[src/rtl/usb_packet_tx.sv]
// Serializes one LS/FS USB packet (SYNC, PID, payload, EOP) onto D+/D- with NRZI and bit stuffing.
// Define USB_TX_CRC16_EN to append a CRC16 after data PIDs (pid[1:0] == 2'b11).
module usb_packet_tx #(
  parameter int unsigned FS_DIV    = 4,
  parameter int unsigned LS_DIV    = 32,
  parameter int unsigned MAX_BYTES = 8
) (
  input  logic                   clk,
  input  logic                   rst,
  input  logic                   is_fs,
  input  logic                   start,
  input  logic [7:0]             pid,
  input  logic [3:0]             len,
  input  logic [8*MAX_BYTES-1:0] data,
  output logic                   busy,
  output logic                   done,
  output logic                   tx_oe,
  output logic                   tx_dp,
  output logic                   tx_dm
);

  localparam int unsigned DATA_W = 8 * MAX_BYTES;
  localparam int unsigned IDX_W  = (DATA_W > 1) ? $clog2(DATA_W) : 1;
  localparam int unsigned DIV_W  = $clog2(((FS_DIV > LS_DIV) ? FS_DIV : LS_DIV) + 1);
  localparam int unsigned CNT_W  = 7;

  typedef enum logic [2:0] {
    S_IDLE,
    S_SYNC,
    S_PID,
    S_DATA,
`ifdef USB_TX_CRC16_EN
    S_CRC,
`endif
    S_EOP_SE0,
    S_EOP_J,
    S_DONE
  } state_t;

  state_t              state_q, state_d;
  logic [DIV_W-1:0]    div_q, div_d;
  logic [CNT_W-1:0]    bit_q, bit_d;
  logic [2:0]          ones_q, ones_d;
  logic                stuff_q, stuff_d;
  logic                level_q, level_d;   // 1 = J, 0 = K
  logic                se0_q, se0_d;
  logic                fs_q, fs_d;
  logic [7:0]          pid_q, pid_d;
  logic [3:0]          len_q, len_d;
  logic [DATA_W-1:0]   data_q, data_d;
  logic                busy_q, busy_d;
  logic                done_q, done_d;
  logic                tx_oe_q, tx_oe_d;
  logic                tx_dp_q, tx_dp_d;
  logic                tx_dm_q, tx_dm_d;
`ifdef USB_TX_CRC16_EN
  logic [15:0]         crc_q, crc_d;

  // Reflected CRC16 (x^16+x^15+x^2+1), one payload bit per call in transmit order
  function automatic logic [15:0] crc16_step(input logic [15:0] c, input logic b);
    crc16_step = {1'b0, c[15:1]} ^ ((c[0] ^ b) ? 16'hA001 : 16'h0000);
  endfunction
`endif

  state_t              ns, after_data;
  logic [CNT_W-1:0]    nb;
  logic                nbit;
  logic                cur_is_bit;
  logic [DIV_W-1:0]    div_last;
  logic [3:0]          len_clamp;

  always_comb begin
    state_d    = state_q;
    div_d      = div_q;
    bit_d      = bit_q;
    ones_d     = ones_q;
    stuff_d    = stuff_q;
    level_d    = level_q;
    se0_d      = se0_q;
    fs_d       = fs_q;
    pid_d      = pid_q;
    len_d      = len_q;
    data_d     = data_q;
    busy_d     = busy_q;
    done_d     = 1'b0;
    tx_oe_d    = tx_oe_q;
`ifdef USB_TX_CRC16_EN
    crc_d      = crc_q;
    after_data = (pid_q[1:0] == 2'b11) ? S_CRC : S_EOP_SE0;
`else
    after_data = S_EOP_SE0;
`endif
    div_last   = fs_q ? DIV_W'(FS_DIV - 1) : DIV_W'(LS_DIV - 1);
    len_clamp  = (32'(len) > MAX_BYTES) ? 4'(MAX_BYTES) : len;
    cur_is_bit = (state_q == S_SYNC) || (state_q == S_PID) || (state_q == S_DATA)
`ifdef USB_TX_CRC16_EN
                 || (state_q == S_CRC)
`endif
                 ;

    // Position of the symbol following the current (non-stuff) bit
    ns = state_q;
    nb = bit_q + CNT_W'(1);
    case (state_q)
      S_SYNC:    if (nb == CNT_W'(8)) begin ns = S_PID; nb = '0; end
      S_PID:     if (nb == CNT_W'(8)) begin ns = (len_q != 4'd0) ? S_DATA : after_data; nb = '0; end
      S_DATA:    if (nb == {len_q, 3'b000}) begin ns = after_data; nb = '0; end
`ifdef USB_TX_CRC16_EN
      S_CRC:     if (nb == CNT_W'(16)) begin ns = S_EOP_SE0; nb = '0; end
`endif
      S_EOP_SE0: if (nb == CNT_W'(2)) begin ns = S_EOP_J; nb = '0; end
      S_EOP_J:   begin ns = S_DONE; nb = '0; end
      default:   ;
    endcase

    case (ns)
      S_SYNC:  nbit = (nb == CNT_W'(7));
      S_PID:   nbit = pid_q[nb[2:0]];
      S_DATA:  nbit = data_q[nb[IDX_W-1:0]];
`ifdef USB_TX_CRC16_EN
      S_CRC:   nbit = ~crc_q[nb[3:0]];
`endif
      default: nbit = 1'b0;
    endcase

    if (state_q == S_IDLE) begin
      if (start) begin
        state_d = S_SYNC;
        div_d   = '0;
        bit_d   = '0;
        ones_d  = '0;
        stuff_d = 1'b0;
        level_d = 1'b0;            // first SYNC bit is 0: J -> K
        se0_d   = 1'b0;
        fs_d    = is_fs;
        pid_d   = pid;
        len_d   = len_clamp;
        data_d  = data;
        busy_d  = 1'b1;
        tx_oe_d = 1'b1;
`ifdef USB_TX_CRC16_EN
        crc_d   = 16'hFFFF;
`endif
      end
    end else if (state_q == S_DONE) begin
      state_d = S_IDLE;
      busy_d  = 1'b0;
    end else if (div_q != div_last) begin
      div_d = div_q + DIV_W'(1);
    end else begin
      div_d = '0;
      if (cur_is_bit && !stuff_q && (ones_q == 3'd6)) begin
        stuff_d = 1'b1;
        ones_d  = '0;
        level_d = ~level_q;
      end else begin
        stuff_d = 1'b0;
        state_d = ns;
        bit_d   = nb;
        case (ns)
          S_EOP_SE0: se0_d = 1'b1;
          S_EOP_J:   begin se0_d = 1'b0; level_d = 1'b1; end
          S_DONE:    begin tx_oe_d = 1'b0; done_d = 1'b1; level_d = 1'b1; end
          default: begin
            level_d = nbit ? level_q : ~level_q;
            ones_d  = nbit ? ones_q + 3'd1 : 3'd0;
          end
        endcase
`ifdef USB_TX_CRC16_EN
        if (ns == S_DATA) crc_d = crc16_step(crc_q, nbit);
`endif
      end
    end

    tx_dp_d = ~se0_d & ~(level_d ^ fs_d);
    tx_dm_d = ~se0_d &  (level_d ^ fs_d);
  end

  always_ff @(posedge clk) begin
    if (rst) begin
      state_q <= S_IDLE;
      div_q   <= '0;
      bit_q   <= '0;
      ones_q  <= '0;
      stuff_q <= 1'b0;
      level_q <= 1'b1;
      se0_q   <= 1'b0;
      fs_q    <= 1'b1;
      pid_q   <= '0;
      len_q   <= '0;
      data_q  <= '0;
      busy_q  <= 1'b0;
      done_q  <= 1'b0;
      tx_oe_q <= 1'b0;
      tx_dp_q <= 1'b1;
      tx_dm_q <= 1'b0;
`ifdef USB_TX_CRC16_EN
      crc_q   <= 16'hFFFF;
`endif
    end else begin
      state_q <= state_d;
      div_q   <= div_d;
      bit_q   <= bit_d;
      ones_q  <= ones_d;
      stuff_q <= stuff_d;
      level_q <= level_d;
      se0_q   <= se0_d;
      fs_q    <= fs_d;
      pid_q   <= pid_d;
      len_q   <= len_d;
      data_q  <= data_d;
      busy_q  <= busy_d;
      done_q  <= done_d;
      tx_oe_q <= tx_oe_d;
      tx_dp_q <= tx_dp_d;
      tx_dm_q <= tx_dm_d;
`ifdef USB_TX_CRC16_EN
      crc_q   <= crc_d;
`endif
    end
  end

  assign busy  = busy_q;
  assign done  = done_q;
  assign tx_oe = tx_oe_q;
  assign tx_dp = tx_dp_q;
  assign tx_dm = tx_dm_q;

endmodule
[config.mk]
export PLATFORM = sky130hd
export DESIGN_NAME = usb_packet_tx
export DESIGN_NICKNAME = d
export VERILOG_FILES = /design/src/rtl/usb_packet_tx.sv
export SDC_FILE = /design/constraint.sdc
export NUM_CORES = 1
export LEC_CHECK = 0
export ABC_AREA = 1
export BUFFER_PORTS_ARGS = -buffer_cell sky130_fd_sc_hd__buf_2
export CAP_MARGIN = 30
export CORE_UTILIZATION = 55
export CTS_CLUSTER_SIZE = 30
export DETAILED_ROUTE_END_ITERATION = 7
export PLACE_DENSITY = 0.76
export SYNTH_ARGS = -nofsm -noshare
export SYNTH_HDL_FRONTEND = slang
export SYNTH_SLANG_ARGS = --single-unit
[constraint.sdc]
create_clock -name clk -period 4.4 [get_ports clk]
set_input_delay 0.66 -clock clk [delete_from_list [all_inputs] [get_ports clk]]
set_output_delay 0.66 -clock clk [all_outputs]
set_load 0.05 [all_outputs]
Word level (Yosys, flattened, before mapping)
Cells that the tools add are included.
- bits in registers: 104
- logic and storage cells: 141
- $add $sub $neg: 3
- magnitude comparators: 3
- equal/unequal tests: 25
- muxes and demuxes: 67
- bitwise gates (word level): 6
- reduce and logical (&&, ||, !) cells: 21
- operators by type and width (operator ; count):
    two-way mux 7 bit ; 8
    two-way mux 3 bit ; 17
    two-way mux 1 bit ; 29
    one-hot mux 7 bit (4 select lines) ; 1
    two-way mux 6 bit ; 4
    equality test 3 bit (second input constant) ; 7
    one-hot mux 3 bit (5 select lines) ; 1
    equality test 3 x 2 -> 1 bit (second input constant) ; 4
    inequality test 2 bit (second input constant) ; 4
    AND reduction 4 bit ; 2
    adder 7 x 1 -> 7 bit (second input constant) ; 1
    equality test 7 x 2 -> 1 bit (second input constant) ; 1
    equality test 7 x 3 -> 1 bit (second input constant) ; 1
    equality test 7 x 4 -> 1 bit (second input constant) ; 1
    equality test 7 bit ; 1
    less-than comparator 6 x 7 -> 1 bit (second input constant) ; 1
    adder 6 x 1 -> 6 bit (second input constant) ; 1
    binary-select mux 1 bit (select 6 bit) ; 1
    equality test 3 x 1 -> 1 bit (second input constant) ; 2
    inequality test 3 bit (second input constant) ; 2
    inequality test 6 x 5 -> 1 bit ; 1
    AND reduction 2 bit ; 3
    AND reduction 3 bit ; 2
    two-way mux 5 bit ; 1
    21 further kinds ; 29

Logic depth before layout (Yosys ltp)
Gate-level depths: netlist of run 1.
- depth after elaboration: 16
- depth in mapped cells: 32
- gate-level depth less buffers: 31

Worst setup path before layout of run 1
No wires, ideal clock.
- kind: reg2reg
- from: register bit_q[0]
- to: register tx_dm_q (netlist: tx_dm)
- setup time: 121 ps
- arrival time: 2626 ps
- setup slack: 1652 ps
- stages on the path, launching flop included: 29
- buffers on the path: 2
- period minus slack after synthesis: 2748 ps
- path through: dfxtp_1 -> ha_1 -> nand2_2 -> inv_2 -> nand2_1 -> nand2_1 -> inv_2 -> nor2_1 -> nand3_2 -> nand2_2 -> nand2_4 -> nand2_4 -> buf_6 -> buf_6 -> o21ai_1 -> o211ai_1 -> nand2_1 -> inv_1 -> nor2_1 -> nor2_2 -> nand3_2 -> nand2_1 -> nand2_1 -> nand3_1 -> nand3_2 -> nand2_1 -> nand2_1 -> nand2_1 -> nor2_1
- cells in the longest elaborated chain, start to end: 15
- elaborated cells between the ends (all ways): 40
- classes of those cells: add/sub (1); eq/ne (10); mux (25); bitwise (3); reduce/logical (1)
- RTL lines (what ; RTL line ; source):
    start: declaration ; 42 ; logic [CNT_W-1:0] bit_q, bit_d;
    start signal: assignment ; 203 ; bit_q <= bit_d;
    adder 7 x 1 -> 7 bit (*) ; 103 ; nb = bit_q + CNT_W'(1);
    equality test 7 x 2 -> 1 bit (tied with other cells) ; 111 ; S_EOP_SE0: if (nb == CNT_W'(2)) begin ns = S_EOP_J; nb = '0; end
    two-way mux 7 bit, on equally long branches ; -- ;
    one-hot mux 7 bit (4 select lines) ; 104 ; case (state_q)
    binary-select mux 1 bit (select 6 bit) or binary-select mux 1 bit (select 3 bit) (tied branches) ; 119, 118 ;
    two-way mux 1 bit, on equally long branches ; 119, 118 ;
    one-hot mux 1 bit (3 select lines) ; 116 ; case (ns)
    two-way mux 1 bit ; 165 ; level_d = nbit ? level_q : ~level_q;
    one-hot mux 1 bit (2 select lines) ; 160 ; case (ns)
    two-way mux 1 bit ; 152 ; if (cur_is_bit && !stuff_q && (ones_q == 3'd6)) begin
    two-way mux 1 bit ; 148 ; end else if (div_q != div_last) begin
    two-way mux 1 bit ; 145 ; end else if (state_q == S_DONE) begin
    two-way mux 1 bit ; 126 ; if (state_q == S_IDLE) begin
    XOR 1 bit ; 176 ; tx_dm_d = ~se0_d & (level_d ^ fs_d);
    bitwise AND 1 bit (*) ; 176 ;
    end signal: assignment ; 216 ; tx_dm_q <= tx_dm_d;
    end: declaration ; 55 ; logic tx_dm_q, tx_dm_d;
Every way passes the cells marked *; elsewhere a longest branch is shown, timed or not. The select of a mux whose other input is x is not followed.
A chain may end at the register's enable or synchronous reset.

Final worst setup path of run 1
Same ends and word-level chain as after synthesis.

==> results of run 1 <==
Yosys cell counts, drive strengths merged, types with 2 or more instances:
library cell,n
nand2,211
ha,6
dfxtp,104
nor2,40
a21oi,87
o21ai,84
nand3,67
o2111ai,2
inv,111
buf,11
clkbuf,27
nand4,8
a211oi,2
o22ai,6
xor2,3
clkinv,3
nor3,11
a22oi,3
o211ai,6
cells by family after synthesis:
family	synth area share
simple gates	0.283
buf+inv	0.114
compound gates	0.196
xor+xnor	0.00652
fa+ha+maj	0.0140
flops	0.387
through the flow:
stage | power (mW) | cell area (sq um) | worst slack (ns) | utilization | std cells
floorplan | 1.55 | 5380 | 1.65 | - | 802
global placement | 1.68 | 5810 | 1.13 | 0.620 | 981
detailed placement | 1.70 | 5830 | 1.01 | 0.622 | 982
CTS | 2.23 | 6000 | 0.986 | 0.640 | 998
global route | 2.36 | 6000 | 0.548 | 0.640 | 998
finish | 2.22 | 6000 | 0.940 | 0.640 | 998
state kept, by name (all words and copies together), names as in the netlist:
| signal | flops |
|---|---|
| state_q | 3 |
| se0_q | 1 |
| tx_dp | 1 |
| data_q | 64 |
| tx_dm | 1 |
| pid_q | 8 |
| div_q | 6 |
| level_q | 1 |
| busy | 1 |
| ones_q | 3 |
| bit_q | 7 |
| stuff_q | 1 |
| tx_oe | 1 |
| done | 1 |
| fs_q | 1 |
| len_q | 4 |
area by class of cell:
type	count	share of cell area
Multi-Input combinational cell	546	0.448
Sequential cell	104	0.347
Timing Repair Buffer	89	0.0776
Inverter	114	0.0713
Tap cell	129	0.0269
Clock buffer	10	0.0213
Clock inverter	6	0.00751
worst max-delay path by stage:
stage                from    end  slack (ns)
5_1_grt          bit_q[0]  tx_dm        0.55
3_3_place_gp   state_q[2]  tx_dm        1.13
3_5_place_dp     bit_q[0]  tx_dm        1.01
6_report         bit_q[0]  tx_dm        0.94
2_1_floorplan    bit_q[0]  tx_dm        1.65
4_1_cts          bit_q[0]  tx_dm        0.99
worst register-to-register path: cells and delay by family (launching register included):
kind,cells,cell delay (ns)
buffers and inverters,3,0.36
AND/OR/NAND/NOR,24,2.29
adder cells (fa/ha/maj),1,0.28
flip-flops,1,0.43
power breakdown:
| part | leakage, nW | total (mW) | switching, mW | internal, mW |
|---|---|---|---|---|
| registers | 0.856 | 1.07 | 0.0375 | 1.04 |
| logic | 1.73 | 0.608 | 0.417 | 0.191 |
| clock network | 0.0842 | 0.543 | 0.334 | 0.209 |
| total | 2.67 | 2.22 | 0.788 | 1.44 |
routing by layer:
layer  share of wire  global-route usage  vias to the layer above
met2            0.48               0.459                      162
met1            0.46               0.346                     2475
met4           0.017              0.0836                        0
met3           0.050              0.0430                       22
met5               0                   0                        -
li1                -                   -                     2729
==> metrics, run 1 <==
outcome=completed; mapped cell area=5380 sq um; final period utilization=0.786; vias=5388; measured slew at the worst slew-check pin=0.778 ns; postcts setup bufs=0; Clock transition at path regs=0.10 ns; clock skew=0.0102 ns; FF-to-FF End=tx_dm; main flop type after synthesis=dfxtp_1; slowest CP cell=dfxtp_1; R2R cell count=28; dominant cell type by area after synthesis=dfxtp_1; Die H=101 um; clk sinks=104; Hold EP=data_q[30]; startpoint types=register; wire length per cell=13.4 um; worst rel slew slack=0.476; Hold Fails Final Rpt=0; sequential cell area fraction in the yosys report=0.387; Rows=35; gpl congestion=0.956; Fill cells=922; TNS Setup=0 ns; critical path type=register to register; Final Net Count=950; sequential cell area=2080 sq um; Synth top area share=0.387; max cap viols=0; Mapped Avg Cell Area=6.71 sq um; gr ovfl total=0; vias per cell=5.40; residual DRC count=0; Final Critical Period=3.46 ns; Worst Hold Depth=2; IO Pins=85; ant diodes=0; CTS Buf Count=9; worst hold path class=register to register; RSZ-0062 raised after global routing=false; Final ANT Viol Nets=0; Largest stage delay, worst path=0.43 ns; Leakage=2.67 nW; buffers added on ports=84; Starting Density=0.574; Multi-input gate area=2690 sq um; H-Tree Depth=3; Post-CTS Hold Fix Bufs=0; launch point of the worst reg-to-reg path=bit_q[0]; vias in the first global route=4823; CP max FO=40; WL final=13400 um; final slew viol count=0; dominant cells by area after synthesis=dfxtp_1 (39%), nand2_1 (14%), a21oi_1 (8.0%); VDD IR max=0.270 mV; Die Width=101 um; post-synth cell types=42; PwrDens=371 nW/um^2; FFs w/ async S/R, synth=0; EDFF count, synth=0; total die area=10200 sq um; Syn Nets=888; buffers and inverters on the worst path=3; initial antenna violation count=0; Worst-Skew Late Latency=0.38 ns; Worst path depth=28; drt first pass iters=5; CP Capture Type=register; share of cells above drive strength 1=0.167; Post-CTS Resized=0; first-pass GRT wire length=21800 um; Critical Path RT=4.67 ns; leading cell type in the layout, fill and taps excluded=nand2_1; delay-heaviest family, CP=simple AND/OR/NAND/NOR gates; commonest non-fill, non-tap cells in the layout=nand2_1 (202), dfxtp_1 (104), inv_1 (99); Longest Clk Path Bufs=2; Starting DRT DRC Count=321; most used cell along the critical path=nand2_1; Arrival @ worst endpoint=3.72 ns; Fmax=289 MHz; YS warnings=0; R2R setup slack=0.94 ns; Synth Register Bits=104; CTS root buf=clkbuf_8; CTS tree=done; endpoints failing setup=0; Area Growth Syn to Fin=11.6%; hold_ws=0.454 ns; hpwl dp=9860 um; core area=9370 sq um; Cells after Synth=802; total track usage=0.268; worst min-delay path startpoint=data_q[30]; largest net degree at the start of global routing=94
Power figures use the tool's default switching activity.
==> run 2: changes to the inputs <==
--- a/config.mk
+++ b/config.mk
@@ -8,10 +8,10 @@
 export ABC_AREA = 1
 export BUFFER_PORTS_ARGS = -buffer_cell sky130_fd_sc_hd__buf_2
 export CAP_MARGIN = 30
-export CORE_UTILIZATION = 55
+export CORE_UTILIZATION = 51
 export CTS_CLUSTER_SIZE = 30
 export DETAILED_ROUTE_END_ITERATION = 7
-export PLACE_DENSITY = 0.76
+export PLACE_DENSITY = 0.74
 export SYNTH_ARGS = -nofsm -noshare
 export SYNTH_HDL_FRONTEND = slang
 export SYNTH_SLANG_ARGS = --single-unit
==> constraint.sdc (replaced) <==
create_clock -name clk -period 3.05 [get_ports clk]
set_input_delay 0.4575 -clock clk [delete_from_list [all_inputs] [get_ports clk]]
set_output_delay 0.4575 -clock clk [all_outputs]
set_load 0.05 [all_outputs]
==> run 2 against run 1 <==
  * The run now ends with setup timing left
  * Total power up 56%
  * Combinational power is 64% higher
  * Setup slack got worse by 0.99 ns
  * Utilization down 0.43 points
  * Register-to-register slack worse by 0.99 ns
  * Flip-flop and latch count stayed put
  * Wire length up 6.2%
==> metrics, run 2 (same netlist as run 1, synthesis figures left out) <==
Leakage=2.90 nW (was 2.67 nW); vias in the first global route=5055 (was 4823); Worst path depth=29 (was 28); Reg with most FFs=data_q (unchanged); Worst Hold Depth=3 (was 2); FF-to-FF End=tx_dm (unchanged); total track usage=0.256 (was 0.268); hold_ws=0.298 ns (was 0.454 ns); failing checks=setup timing; Util after Layout=0.636 (was 0.640); Final ANT Viol Nets=0 (unchanged); gpl congestion=0.909 (was 0.956); PwrDens=531 nW/um^2 (was 371 nW/um^2); largest net degree at the start of global routing=64 (was 94); Finished Layout Cells=1037 (was 998); clk sinks=104 (unchanged); Critical path destination=tx_dm (unchanged); Post-CTS Hold Fix Bufs=0 (unchanged); Largest stage delay, worst path=0.37 ns (was 0.43 ns); first-pass GRT wire length=22800 um (was 21800 um); CTS root buf=clkbuf_8 (unchanged); Final Critical Period=3.10 ns (was 3.46 ns); vias per cell=5.34 (was 5.40); Placed Cells=1007 (was 982); Hold Fails Final Rpt=0 (unchanged); Final Net Count=982 (was 950); R2R setup slack=-0.05 ns (was 0.94 ns); drt first pass iters=7 (was 5); fin worst setup slack=-0.0506 ns (was 0.940 ns); critical path type=register to register (unchanged); ant diodes=0 (unchanged); measured slew at the worst slew-check pin=0.872 ns (was 0.778 ns); gr ovfl total=0 (unchanged); CP max FO=6 (was 40); Arrival @ worst endpoint=3.39 ns (was 3.72 ns); endpoints failing setup=2 (was 0); Critical Path RT=3.34 ns (was 4.67 ns); Die Width=105 um (was 101 um); TNS Setup=-0.0802 ns (was 0 ns); Clock transition at path regs=0.10 ns (about the same); core area=10300 sq um (was 9370 sq um); Area Growth Syn to Fin=21.5% (was 11.6%); share of cells above drive strength 1=0.235 (was 0.167); design area=6540 sq um (was 6000 sq um); CTS Buf Count=9 (unchanged); final slew viol count=0 (unchanged); Die H=105 um (was 101 um); initial antenna violation count=0 (unchanged); wire length per cell=13.7 um (was 13.4 um); total die area=11000 sq um (was 10200 sq um); R2R cell count=29 (was 28); hpwl dp=9940 um (was 9860 um); clock skew=0.00771 ns (was 0.0102 ns); Starting Density=0.523 (was 0.574); max cap viols=0 (unchanged); Starting DRT DRC Count=305 (was 321); CTS tree=done (unchanged); startpoint types=register (unchanged); CP Capture Type=register (unchanged); pre-CTS setup slack=-0.0717 ns (was 1.01 ns); vias=5534 (was 5388); IO Pins=85 (unchanged); VDD IR max=0.281 mV (was 0.270 mV); RSZ-0062 raised after global routing=true (was false); residual DRC count=0 (unchanged); leading cell type in the layout, fill and taps excluded=nand2_1 (unchanged); slowest CP cell=dfxtp_2 (was dfxtp_1); placed cell areas=6000 sq um (was 5830 sq um); Power, Total=3.47 mW (was 2.22 mW); CP Launch Point=bit_q[0] (unchanged); worst rel slew slack=0.418 (was 0.476); WL final=14200 um (was 13400 um); final period utilization=1.02 (was 0.786); Worst-Skew Late Latency=0.39 ns (was 0.38 ns); worst hold path class=input port to register (was register to register); launch point of the worst reg-to-reg path=bit_q[0] (unchanged); Rows=37 (was 35); Largest regs=data_q x64, pid_q x8, bit_q x7 (unchanged); H-Tree Depth=3 (unchanged); buffers added on ports=84 (unchanged); max FFs per register=64 (unchanged); delay-heaviest family, CP=simple AND/OR/NAND/NOR gates (unchanged); Longest Clk Path Bufs=2 (unchanged); buffers and inverters on the worst path=1 (was 3); Fmax=323 MHz (was 289 MHz); commonest non-fill, non-tap cells in the layout=nand2_1 (191), dfxtp_1 (100), inv_1 (99) (was nand2_1 (202), dfxtp_1 (104), inv_1 (99)); outcome=finished with violations (was completed)
-- run 2: layer usage --
| metal | wire length (um) | GRT usage | up-vias |
|---|---|---|---|
| li1 | - | - | 2799 |
| met1 | 6410 | 0.339 | 2538 |
| met2 | 6730 | 0.419 | 173 |
| met3 | 803 | 0.0518 | 24 |
| met4 | 254 | 0.0825 | 0 |
| met5 | 0 | 0 | - |
-- run 2: report_power, final --
| part | internal (mW) | leakage [nW] | switching [mW] |
|---|---|---|---|
| logic | 0.354 | 1.95 | 0.642 |
| clock network | 0.410 | 0.0977 | 0.515 |
| registers | 1.49 | 0.858 | 0.0543 |
| total | 2.26 | 2.90 | 1.21 |
-- run 2: timing repair --
action                                  CTS  global route
pin swaps                                 2            23
gates cloned                              0             3
endpoints found under the setup margin    2             7
resized for setup                         8            46
setup buffers                             1            10
hold endpoints to repair                  0             0
-- run 2: worst min-delay path by stage --
stage / from / end / slack (ns)
2_1_floorplan: data_q[28] / data_q[28] / 0.42
3_3_place_gp: data_q[29] / data_q[29] / 0.43
3_5_place_dp: data_q[39] / data_q[39] / 0.44
4_1_cts: data[32] / data_q[32] / 0.29
5_1_grt: data[57] / data_q[57] / 0.30
6_report: data[11] / data_q[11] / 0.30
-- run 2: cell type report --
| type | instances | area, sq um |
|---|---|---|
| multi-input combinational | 546 | 2870 |
| tap | 136 | 170 |
| sequential | 104 | 2090 |
| clock inverter | 5 | 65.1 |
| inverter | 114 | 430 |
| clock buffer | 11 | 141 |
| timing repair buffer | 121 | 768 |
| fill | 929 | 3740 |
-- run 2: worst min-delay path, cell delays in order --
cell and delay [ns]:
buf_2 0.09, nand2_1 0.05, a21oi_1 0.05
